File: src/rtl/imem_loader_pkg.sv
// rtl/imem_loader_pkg.sv - shared constants and state encoding for the instruction-memory loader
package imem_loader_pkg;

    localparam int DEPTH_DEF      = 64;
    localparam int AW_DEF         = 6;
    localparam int BYTES_PER_WORD = 4;

    typedef enum logic [2:0] {
        ST_IDLE,
        ST_LOAD,
        ST_CHECK,
        ST_DONE,
        ST_ERROR
    } state_e;

endpackage

File: src/rtl/imem_loader.sv
// rtl/imem_loader.sv - packs a counted little-endian byte stream into instruction words, verifies XOR checksum
module imem_loader
    import imem_loader_pkg::*;
#(
    parameter int DEPTH = DEPTH_DEF,
    parameter int AW    = AW_DEF
) (
    input  logic          clk,
    input  logic          rst_n,
    input  logic [7:0]    in_data,
    input  logic          in_valid,
    output logic          in_ready,
    input  logic          start,
    output logic          mem_we,
    output logic [AW-1:0] mem_waddr,
    output logic [31:0]   mem_wdata,
    output logic          cpu_hold,
    output logic          done,
    output logic          error
);

    state_e        state_q, state_d;
    logic [AW:0]   count_q, count_d;
    logic [AW-1:0] word_idx_q, word_idx_d;
    logic [1:0]    byte_cnt_q, byte_cnt_d;
    logic [7:0]    xor_q, xor_d;
    logic [31:0]   word_q, word_d;
    logic          mem_we_q, mem_we_d;
    logic [AW-1:0] mem_waddr_q, mem_waddr_d;
    logic [31:0]   mem_wdata_q, mem_wdata_d;

    logic accept;
    logic byte_last;
    logic word_last;
    logic [31:0] word_shifted;

    // Status outputs are pure state decodes so in_ready never depends on in_valid.
    assign in_ready  = (state_q == ST_IDLE) || (state_q == ST_LOAD) || (state_q == ST_CHECK);
    assign cpu_hold  = (state_q != ST_DONE);
    assign done      = (state_q == ST_DONE);
    assign error     = (state_q == ST_ERROR);
    assign mem_we    = mem_we_q;
    assign mem_waddr = mem_waddr_q;
    assign mem_wdata = mem_wdata_q;

    assign accept       = in_valid && in_ready;
    assign byte_last    = (byte_cnt_q == 2'(BYTES_PER_WORD - 1));
    assign word_last    = ({1'b0, word_idx_q} == (count_q - (AW+1)'(1)));
    assign word_shifted = {in_data, word_q[31:8]};

    always_comb begin
        state_d     = state_q;
        count_d     = count_q;
        word_idx_d  = word_idx_q;
        byte_cnt_d  = byte_cnt_q;
        xor_d       = xor_q;
        word_d      = word_q;
        mem_we_d    = 1'b0;
        mem_waddr_d = mem_waddr_q;
        mem_wdata_d = mem_wdata_q;

        case (state_q)
            ST_IDLE: begin
                if (accept) begin
                    if ((in_data == 8'd0) || (int'(in_data) > DEPTH)) begin
                        state_d = ST_ERROR;
                    end else begin
                        count_d    = in_data[AW:0];
                        word_idx_d = '0;
                        byte_cnt_d = '0;
                        xor_d      = '0;
                        state_d    = ST_LOAD;
                    end
                end
            end
            ST_LOAD: begin
                if (accept) begin
                    word_d     = word_shifted;
                    xor_d      = xor_q ^ in_data;
                    byte_cnt_d = byte_cnt_q + 2'd1;
                    if (byte_last) begin
                        mem_we_d    = 1'b1;
                        mem_waddr_d = word_idx_q;
                        mem_wdata_d = word_shifted;
                        if (word_last) begin
                            state_d = ST_CHECK;
                        end else begin
                            word_idx_d = word_idx_q + AW'(1);
                        end
                    end
                end
            end
            ST_CHECK: begin
                if (accept) begin
                    state_d = (in_data == xor_q) ? ST_DONE : ST_ERROR;
                end
            end
            ST_DONE, ST_ERROR: begin
                if (start) begin
                    state_d = ST_IDLE;
                end
            end
            default: state_d = ST_IDLE;
        endcase
    end

    always_ff @(posedge clk or negedge rst_n) begin
        if (!rst_n) begin
            state_q     <= ST_IDLE;
            count_q     <= '0;
            word_idx_q  <= '0;
            byte_cnt_q  <= '0;
            xor_q       <= '0;
            word_q      <= '0;
            mem_we_q    <= 1'b0;
            mem_waddr_q <= '0;
            mem_wdata_q <= '0;
        end else begin
            state_q     <= state_d;
            count_q     <= count_d;
            word_idx_q  <= word_idx_d;
            byte_cnt_q  <= byte_cnt_d;
            xor_q       <= xor_d;
            word_q      <= word_d;
            mem_we_q    <= mem_we_d;
            mem_waddr_q <= mem_waddr_d;
            mem_wdata_q <= mem_wdata_d;
        end
    end

endmodule

File: config.mk
export PLATFORM = sky130hd
export DESIGN_NAME = imem_loader
export DESIGN_NICKNAME = d
export VERILOG_FILES = /design/src/rtl/imem_loader_pkg.sv /design/src/rtl/imem_loader.sv
export SDC_FILE = /design/constraint.sdc
export NUM_CORES = 1
export LEC_CHECK = 0
export BUFFER_PORTS_ARGS = -buffer_cell sky130_fd_sc_hd__buf_2
export CORE_UTILIZATION = 30
export CTS_CLUSTER_SIZE = 24
export DETAILED_ROUTE_END_ITERATION = 10
export SLEW_MARGIN = 5
export SYNTH_ARGS = -nofsm -noshare
export SYNTH_HDL_FRONTEND = slang
export SYNTH_SLANG_ARGS = --single-unit
File: constraint.sdc
create_clock -name clk -period 2.9 [get_ports clk]
set_input_delay 0.29 -clock clk [delete_from_list [all_inputs] [get_ports clk]]
set_output_delay 0.29 -clock clk [all_outputs]
set_load 0.005 [all_outputs]
; Word-level counts from Yosys, hierarchy flattened
; Index checks and enable logic that the tools add are counted.
[word_totals]
ff_bits = 97
in_bits = 12
output_inout_bits = 43
wordCells = 71
[op_classes]
add_sub_neg = 3
magnitude_cmp = 1
n_eq_ne = 16
muxes = 26
bitwise = 2
n_reduce_logical = 14
[op_table]
columns = cell, n
row1 = $mux 6, 5
row2 = $mux 3, 8
row3 = $mux 8, 3
row4 = $ne 2x2->1 const B, 8
row5 = $pmux 8 s2, 1
row6 = $pmux 3 s4, 1
row7 = $pmux 6 s2, 1
row8 = $reduce_and 6->1, 2
row9 = $eq 8x8->1, 1
row10 = $gt 8x7->1 const B, 1
row11 = $logic_not 8->1, 1
row12 = $xor 8x8->8, 1
row13 = $eq 6x7->1, 1
row14 = $sub 7x1->7 const B, 1
row15 = $add 6x1->6 const B, 1
row16 = $eq 3x2->1 const B, 2
row17 = $mux 2, 3
row18 = $reduce_and 3->1, 2
row19 = $pmux 2 s2, 1
row20 = $reduce_and 4->1, 1
row21 = $eq 3x1->1 const B, 1
row22 = $eq 3x3->1 const B, 1
row23 = $logic_not 3->1, 1
row24 = $logic_or 1x1->1, 3
row25 = 9 further kinds, 11

; Depth between registers and ports, before layout
; Gate-level depths: netlist of the first run.
[depth]
depth_word = 6
mapped_depth = 9
mapped_depth_nobuf = 9

; Worst setup path after synthesis of the first run
; No wires, ideal clock.
[synth_timing]
path_kind = register to register
start = reg count_q[0]
end = reg word_idx_q[3]
setup_ps = 77
arrival_ps = 2101
t_required_ps = 2823
slack_ps = 721
stages_incl_launch_ff = 10
n_path_buf = 0
synth_period_minus_slack_ps = 2179
path_cell_list = dfrtp_1 > inv_1 > ha_1 > or4b_4 > nor3_2 > a211oi_1 > o2111ai_2 > a21oi_2 > or4_1 > a21oi_1
[synth_between]
elab_chain_cells = 4
[synth_lines]
columns = element, line_no
row1 = start: declaration, imem_loader.sv:23  ; logic [AW:0] count_q, count_d;
row2 = start signal: assignment, imem_loader.sv:120  ; count_q <= count_d;
row3 = $sub 7x1->7, imem_loader.sv:48  ; assign word_last = ({1'b0, word_idx_q} == (count_q - (AW+1)'(1)));
row4 = $eq 6x7->1, imem_loader.sv:48
row5 = $ne 2x2->1 (no source line), -
row6 = $reduce_and 6->1 (no source line), -
row7 = end signal: assignment, imem_loader.sv:121  ; word_idx_q <= word_idx_d;
row8 = end: declaration, imem_loader.sv:24  ; logic [AW-1:0] word_idx_q, word_idx_d;
; Every way passes these cells.
; A chain may end at the register's enable or synchronous reset.

; Final worst setup path of the first run
[layout_timing]
start = reg count_q[0]
end = reg word_idx_q[5]
; The elaborated chain is that of the path after synthesis.

==> results of run 1 <==
==> registers in the layout, indices dropped and copies added (netlist names) <==
signal,cells
byte_cnt_q,2
count_q,7
mem_waddr,6
mem_wdata,32
mem_we,1
state_q,3
word_idx_q,6
word_q,24
xor_q,8
==> power breakdown <==
part | internal, mW | total [mW] | switching [mW]
logic | 0.731 | 1.49 | 0.755
registers | 1.77 | 2.15 | 0.387
clock network | 0.777 | 1.24 | 0.466
total | 3.27 | 4.88 | 1.61
==> logic make-up after synthesis <==
| kind of cell | count (synthesis) | share of synthesized area |
|---|---|---|
| AND/OR/NAND/NOR | 131 | 0.154 |
| flip-flops | 89 | 0.578 |
| AO/OA/AOI/OAI | 44 | 0.0676 |
| multiplexers | 44 | 0.128 |
| buffers and inverters | 23 | 0.0240 |
| XOR/XNOR | 17 | 0.0386 |
| adder cells (fa/ha/maj) | 3 | 0.00974 |
==> per-layer routing <==
layer | track usage | vias up | share of wire
li1 | - | 1293 | -
met1 | 0.177 | 1315 | 0.48
met2 | 0.198 | 60 | 0.46
met3 | 0.0322 | 12 | 0.041
met4 | 0.0597 | 0 | 0.019
met5 | 0 | - | 0
==> Yosys cell counts, drive strengths merged <==
| cell type | instances | area, um^2 |
|---|---|---|
| mux2i | 2 | 20.0 |
| and2 | 1 | 6.26 |
| or3 | 7 | 43.8 |
| or4 | 2 | 15.0 |
| o21ai | 26 | 130 |
| or4b | 1 | 13.8 |
| nor3b | 2 | 15.0 |
| and3 | 1 | 6.26 |
| nand2 | 89 | 334 |
| a22o | 1 | 8.76 |
| a21oi | 8 | 43.8 |
| nor4 | 3 | 33.8 |
| nor2b | 1 | 6.26 |
| xnor2 | 5 | 43.8 |
| o31a | 1 | 8.76 |
| o22ai | 1 | 6.26 |
| nand4 | 1 | 6.26 |
| nor2 | 12 | 45.0 |
| mux2 | 42 | 473 |
| o31ai | 4 | 30.0 |
| a211oi | 1 | 7.51 |
| dfrtp | 89 | 2230 |
| buf | 7 | 32.5 |
| o2111ai | 1 | 15.0 |
| ha | 3 | 37.5 |
| clkbuf | 8 | 30.0 |
| nand3 | 5 | 25.0 |
| nor3 | 4 | 30.0 |
| or2 | 1 | 6.26 |
| nand2b | 1 | 6.26 |
| a221o | 1 | 10.0 |
| xor2 | 12 | 105 |
| inv | 8 | 30.0 |
==> through the flow <==
| stage | utilization | power, mW | hold slack, ps | setup WS, ps |
|---|---|---|---|---|
| finish | 0.371 | 4.88 | -10.8 | 475 |
| floorplan | - | 3.10 | -5.59 | 721 |
| detailed placement | 0.346 | 3.68 | 380 | 522 |
| global route | 0.371 | 5.25 | 49.6 | 315 |
| CTS | 0.371 | 4.95 | 14.8 | 478 |
| global placement | 0.346 | 3.63 | 377 | 600 |
==> worst min-delay path by stage <==
stage          cells past startpoint                   endpoint  start
4_1_cts                            1  mem_wdata[11]$_DFFE_PN0P_  rst_n
5_1_grt                            1     word_q[11]$_DFFE_PN0P_  rst_n
3_5_place_dp                       1  mem_wdata[11]$_DFFE_PN0P_  rst_n
2_1_floorplan                      0  byte_cnt_q[0]$_DFFE_PN0P_  rst_n
6_report                           1  mem_wdata[11]$_DFFE_PN0P_  rst_n
3_3_place_gp                       1  mem_wdata[11]$_DFFE_PN0P_  rst_n
==> worst reg2reg max path, stage by stage, from the launching register on <==
cell	delay, ps
sky130_fd_sc_hd__dfrtp_1	410
sky130_fd_sc_hd__inv_1	90
sky130_fd_sc_hd__ha_1	200
sky130_fd_sc_hd__or4b_4	490
sky130_fd_sc_hd__a211oi_1	280
sky130_fd_sc_hd__o2111ai_2	190
sky130_fd_sc_hd__a21oi_2	350
sky130_fd_sc_hd__o21ai_0	160
sky130_fd_sc_hd__a21oi_1	170
==> final cells by class <==
class / instances / area (um^2)
multi-input cells: 239 / 1540
repair buffers: 61 / 338
clock buffers: 11 / 243
well taps: 172 / 215
inverters: 8 / 30.0
clock inverters: 4 / 76.3
flip-flops and latches: 89 / 2230
fillers: 1246 / 7900
==> results.md, run 1 <==
Worst setup path:
- Data on the critical path is required at its endpoint by 3150 ps.
- The biggest fanout along the worst timing path is 10.
- The worst register-to-register path has a setup slack of ~480 ps.
- The signal on the critical path passes through inv_1 -> ha_1 -> or4b_4 -> a211oi_1 -> o2111ai_2 -> a21oi_2 -> o21ai_0 -> a21oi_1.
- The worst setup path is captured at a flop.
- The launching element of the worst setup path is count_q[0]$_DFFE_PN0P_.
- The startpoint identified for the worst register-to-register timing path is count_q[0]$_DFFE_PN0P_.
- The buffering stage count on the worst path with inverters included is 1.
- Following the worst setup path forward leads to its endpoint at word_idx_q[5]$_DFFE_PN0P_.
- The critical register-to-register path endpoint is word_idx_q[5]$_DFFE_PN0P_.
- The number of cells on the worst reg-to-reg path is 8.
- The largest single stage delay on the critical path is 490 ps.
- The critical path is of the flop to flop type.
- On the critical path, the stage with the largest delay is an instance of sky130_fd_sc_hd__or4b_4.
- The critical path data arrival time is 2670 ps.
- The cell count along the critical path is 8.
- Broken down by cell family, the worst path's largest delay share belongs to compound AO/OA/AOI/OAI gates.
- The sort of element at the start of the critical path is a flop.

Floorplan:
- The placement row count is between 40 and 50.
- The die covers ~0.013 mm^2.
- The die width is between 100 and 150 um.
- The die boundary height is 115 um.
- The effective utilization at floorplan is 0.307.
- The standard cell core area is 0.0126 mm^2.
- For this design the top-level I/O count stands at 55.

Cells and area:
- After the flow finishes, the layout carries non-filler instances totaling 584.
- The total number of nets in the final design is 423.
- In the final layout, the share of cells above drive strength 1 is 0.303.
- The number of antenna diodes in the final layout is 0.
- Once layout is done, the placed cells without fillers occupy 0.00466 mm^2.
- In the layout the commonest cells are sky130_fd_sc_hd__dfrtp_1 (89), sky130_fd_sc_hd__nand2_1 (88), sky130_fd_sc_hd__buf_2 (53).
- The area growth from synthesis to final layout is 21.1%.
- The most common cell after layout, fill and taps aside is sky130_fd_sc_hd__dfrtp_1.

Logic synthesis:
- Dividing the synthesized area by the synthesized cell count gives around 11 um^2.
- The instance count of the mapped netlist is 351.
- The cell area that synthesis handed to floorplanning was 0.00385 mm^2.
- The register bit total from synthesis is 89.
- After synthesis, the netlist uses 39 different library cells.
- The net count of the mapped netlist is 366.
- For this run, the register share of the synthesized area comes to 0.578.
- During synthesis, Yosys emitted a total of 0 warnings.

Timing:
- Setup repair after global routing left no endpoint under its margin.
- The worst pin sits at a relative slew slack of 0.539.
- After layout, the minimum clock period comes to 2420 ps.
- The number of hold-slack violations in the final timing report was 8.
- For the pin with the worst max-slew slack, the measured transition is approximately 690 ps.
- The final worst-path cycle share is 0.836.
- The worst setup skew after layout is between 7 and 8 ps.
- The final count of negative-setup-slack endpoints is 0.
- For the final routed database, the setup TNS stands at 0 ps.
- The peak clock frequency supported by timing is 0.412 GHz.
- The tightest hold path in the finished design has a slack of -10.8 ps.
- The final max-slew violation count is 0.

Detailed routing:
- The count of nets left with antenna violations once routing finished came out at 0.
- The total via count in the routed design is 2680.
- After detailed routing, the total wire length is about 7.9 mm.
- In the routed design, unresolved DRC markers number 0.
- Before antenna repair, the detailed router went through 4 iterations.
- In the final routed layout, each cell accounts on average for 13.6 um.
- For this block, the initial DRC count from the detailed router was roughly 130.
- The via-per-instance ratio is 4.59.

Place:
- Port buffering added 54 buffers.
- The placer's final routability congestion estimate is 0.726.
- Summed over all nets, the half-perimeter wirelength after detailed placement is 5.50 mm.
- The count of placed standard cells including taps is 569.
- The placed instances occupy a cell area of 0.00435 mm^2.

Global route:
- The number of antenna violations at the first check in global routing is 0.
- The largest net degree at the start of global routing is 57.
- Across every metal layer, demand over resource in global routing totals 0.131.
- The first-pass GRT wire length is 13.2 mm.
- Global routing finished with a remaining overflow of 0.
- The number of global-route vias before repair was 2598.

Clock network:
- The clock buffer count from CTS is 9.
- The H-tree was split into 3 levels.
- The post-CTS resize count is 0.
- No sink is reached through more buffers than the 2 on the longest clock path.
- After clock tree synthesis, the clock-pin slew on the worst setup and hold paths is 60 ps.
- Buffers added to address setup during post-CTS repair amount to 0.
- At the later pin of the worst-skew pair, clock insertion delay measures 340 ps.
- In this run the clock root is driven by a sky130_fd_sc_hd__clkbuf_16.
- The clock tree from TritonCTS is built.
- For this design, the sink count on the clock tree is 89.
- For this design, the CTS-stage hold fixing added 0 buffers.

Min path:
- The class of the worst hold path is input pin to async pin.

Status:
- The final reports fail on negative hold slack.
- The run finished, with violations left.

Pwr:
- Power spread over the standard cell area amounts to 1050 mW/mm^2.
- The maximum resistive drop on vdd is 0.000286 V.
- The leakage power summed over all cells is roughly 2.3 nW.

Run:
- The max-capacitance violation count is 0.
(Power assumes the default switching activity.)
==> run 2: changes to the inputs <==
==> constraint.sdc (replaced) <==
create_clock -name clk -period 2.2 [get_ports clk]
set_input_delay 0.22 -clock clk [delete_from_list [all_inputs] [get_ports clk]]
set_output_delay 0.22 -clock clk [all_outputs]
set_load 0.005 [all_outputs]
==> run 2 against run 1 <==
Effect of this change:
- the run ends with negative setup slack left
- clock skew decreased by 3.1 ps
- non-clock buffer count increased by 23
- total power increased by 43%
- sequential power increased by 32%
- flip-flop and latch count unchanged
- critical endpoint is now word_idx_q[3]$_DFFE_PN0P_
==> results.md, run 2 (same netlist as run 1, synthesis figures left out) <==
Status:
- The run finished, with violations left.
- The final reports fail on negative setup slack.

Floorplan:
- The die covers 0.0133 mm^2.
- For this configuration, the core starts out at a cell density of 0.307.
- The core region is 0.0126 mm^2.
- The die boundary height is between 100 and 150 um.
- The number of I/O pins is 55.
- Measured along the x axis, the die boundary spans 115 um.
- The floorplan has 41 rows.

Cells and area:
- The filler cells instantiated in the layout total 1220.
- The number of antenna diodes in the final layout is 0.
- The most common cell after layout, fill and taps aside is sky130_fd_sc_hd__dfrtp_1.
- The area of all placed cells without fillers is about 0.0050 mm^2.
- Of the cells placed in the final design, the portion with a size suffix greater than 1 is 0.371.
- The flip-flop count of the largest register, all copies and words added is 32.
- The top cell types in the final layout, fill and taps aside, are sky130_fd_sc_hd__dfrtp_1 (89), sky130_fd_sc_hd__nand2_1 (88), sky130_fd_sc_hd__buf_2 (53).
- From synthesis to final layout, the design area changed by 28.8%.
- The flip-flop and latch area is 0.00223 mm^2.
- The multi-input combinational cell area is 0.00162 mm^2.
- The net count of the finished layout is 447.
- Once layout is complete, the utilization of the core stands at 0.395.

Clock network:
- The clock-pin slew reported for the worst setup and hold paths after clock tree synthesis is 60 ps.
- Buffers inserted during clock tree synthesis total 9.
- CTS placed an instance of sky130_fd_sc_hd__clkbuf_16 at the clock tree root.
- The clock tree synthesis step divided the H-tree into 3 levels.
- The clock latency at the later pin of the worst-skew pair is 340 ps.
- The clock drives 89 sinks.
- The largest buffer count on any clock path is 2.
- TritonCTS built the clock tree.

Pwr:
- The switching portion of total power is 0.334.
- The combinational power share is 0.337.
- The register share of total power is 0.407.
- The leakage power summed over all cells is approximately 2.4 nW.
- The power density over the cells is 1410 mW/mm^2.
- The worst-case IR drop observed on VDD is 0.000518 V.
- For this design the total switching power over the nets is 2.33 mW.
- The internal portion of total power is 4.65 mW.
- The clock share of power is 0.256.

Timing:
- The final-layout setup total negative slack is -171 ps.
- The worst setup skew after layout is ~4.0 ps.
- The final count of negative-setup-slack endpoints is 4.
- The worst path setup slack after routing is -58.7 ps.
- The slew at the pin closest to its max-slew limit is 473 ps.
- The time the worst path needs with I/O delays and setup is 2260 ps.
- The final max-slew violation count is 0.
- In this run the tightest slew margin relative to its limit is 0.684.
- The peak clock frequency supported by timing is 0.443 GHz.
- The number of hold-slack violations in the final timing report is 0.
- The final hold slack is slightly below 200 ps.
- Dividing the final minimum period by the clock period gives 1.03.
- Setup repair after global routing could not meet its margin everywhere.

Place:
- Summing all placed instances gives a cell area of 0.00446 mm^2.
- Routability-driven placement finished with a final weighted congestion of around 0.8.
- The number of buffers inserted by port buffering is between 50 and 60.
- The placed wire-length estimate after detailed placement is 5.73 mm.
- Prior to clock tree synthesis, the placed netlist has a worst setup slack of -118 ps.

Worst setup path:
- Walking the worst path, the cells encountered are inv_2 -> ha_4 -> or4b_4 -> nor3_4 -> a211oi_2 -> o2111ai_2 -> a21oi_4 -> or4_4 -> a21oi_2.
- The cell with the biggest individual delay on the critical path is sky130_fd_sc_hd__or4_4.
- The type of the setup path with the least slack is flop to flop.
- The biggest fanout along the worst timing path is 5.
- The worst setup path is captured at a flop.
- The kind of cell with the highest combined delay on the critical path is simple AND/OR/NAND/NOR gates.
- At the worst endpoint, the required time is 2470 ps.
- The number of buffers and inverters on the critical path is 1.
- The sort of element at the start of the critical path is a flop.
- The longest individual stage delay on the worst path is 500 ps.
- For the worst setup path, the data arrival time is 2530 ps.
- In this run the register-to-register setup slack is -60 ps.

Global route:
- Entering global routing, the biggest net connects 75 pins.
- The total routing resource utilization after global routing is 0.142.
- The number of antenna violations at the first check in global routing came to 0.
- The total congestion overflow after global routing is 0.
- The first-pass GRT wire length is 14.2 mm.
- The number of global-route vias before repair is 2888.

Detailed routing:
- The final wirelength is 8.59 mm.
- The number of optimization iterations in the first detailed-route pass is 4.
- In the final routed layout, each cell accounts on average for 14.1 um.
- The number of design-rule violations left by the first detailed-router iteration is 127.
- The count of nets left with antenna violations once routing finished came out at 0.
- The via-per-instance ratio is approximately 4.7.
- The post-detailed-route DRC marker count is 0.
- Summing over every cut layer, the via total after detailed routing is 2845.

Run:
- Max-cap violations in this run came to 0.

Min path:
- The class of the worst hold path is input pin to flop.
[run 2: cell types whose count changed in the layout (fill, tap and decap cells not counted), sizes merged]
cell	previous run	this run
dlygate4sd3	0	1
buf	61	83
bufinv	2	3
clkinv	0	1
clkbuf	11	10
a21oi	8	9
[run 2: timing repair]
item,4_1_cts,5_1_grt
resized for setup,9,14
endpoints found under the hold margin,15,0
hold buffers,1,0
setup endpoints to repair,6,13
pin swaps,12,12
buffers inserted,2,6
cloned,1,0
[run 2: through the flow]
step / instances / total power [mW]
2_1_floorplan: 351 / 4.08
3_3_place_gp: 584 / 4.86
3_5_place_dp: 584 / 4.95
4_1_cts: 604 / 6.88
5_1_grt: 609 / 7.46
6_report: 609 / 6.98
[run 2: path summary, 6_finish.rpt]
path / endpoint / start / depth (start not counted)
max reg2reg: word_idx_q[3]$_DFFE_PN0P_ / count_q[1]$_DFFE_PN0P_ / 9
min reg2reg: word_q[8]$_DFFE_PN0P_ / word_q[8]$_DFFE_PN0P_ / 2
max in group asynchronous: count_q[6]$_DFFE_PN0P_ / rst_n / 3
max: word_idx_q[3]$_DFFE_PN0P_ / count_q[1]$_DFFE_PN0P_ / 9
min: state_q[2]$_DFFE_PN0P_ / start / 3
min in group asynchronous: mem_wdata[19]$_DFFE_PN0P_ / rst_n / 2
[run 2: area by class of cell]
cell class                 instances  share of cell area
clock inverter                     6              0.0229
clock buffer                      10              0.0482
sequential                        89               0.449
inverter                           8             0.00605
tap                              172              0.0434
multi-input combinational        240               0.326
timing repair buffer              84               0.105
[run 2: layer usage]
metal,vias to the layer above,share of wire,track usage
met2,67,0.46,0.217
met4,0,0.032,0.0909
met1,1400,0.48,0.186
li1,1359,-,-
met5,-,0,0
met3,19,0.031,0.0237
[run 2: power groups by stage]
stage | sequential [mW] | combinational [mW] | clock (mW)
finish | 2.84 | 2.35 | 1.79
global route | 2.94 | 2.62 | 1.89
CTS | 2.84 | 2.22 | 1.82
detailed placement | 2.85 | 2.10 | 0
global placement | 2.82 | 2.04 | 0
floorplan | 2.76 | 1.33 | 0
[run 2: tightest hold or removal path: stages]
cell                       delay, ps
sky130_fd_sc_hd__buf_2            80
sky130_fd_sc_hd__nand2b_1        110
sky130_fd_sc_hd__o21ai_0          80
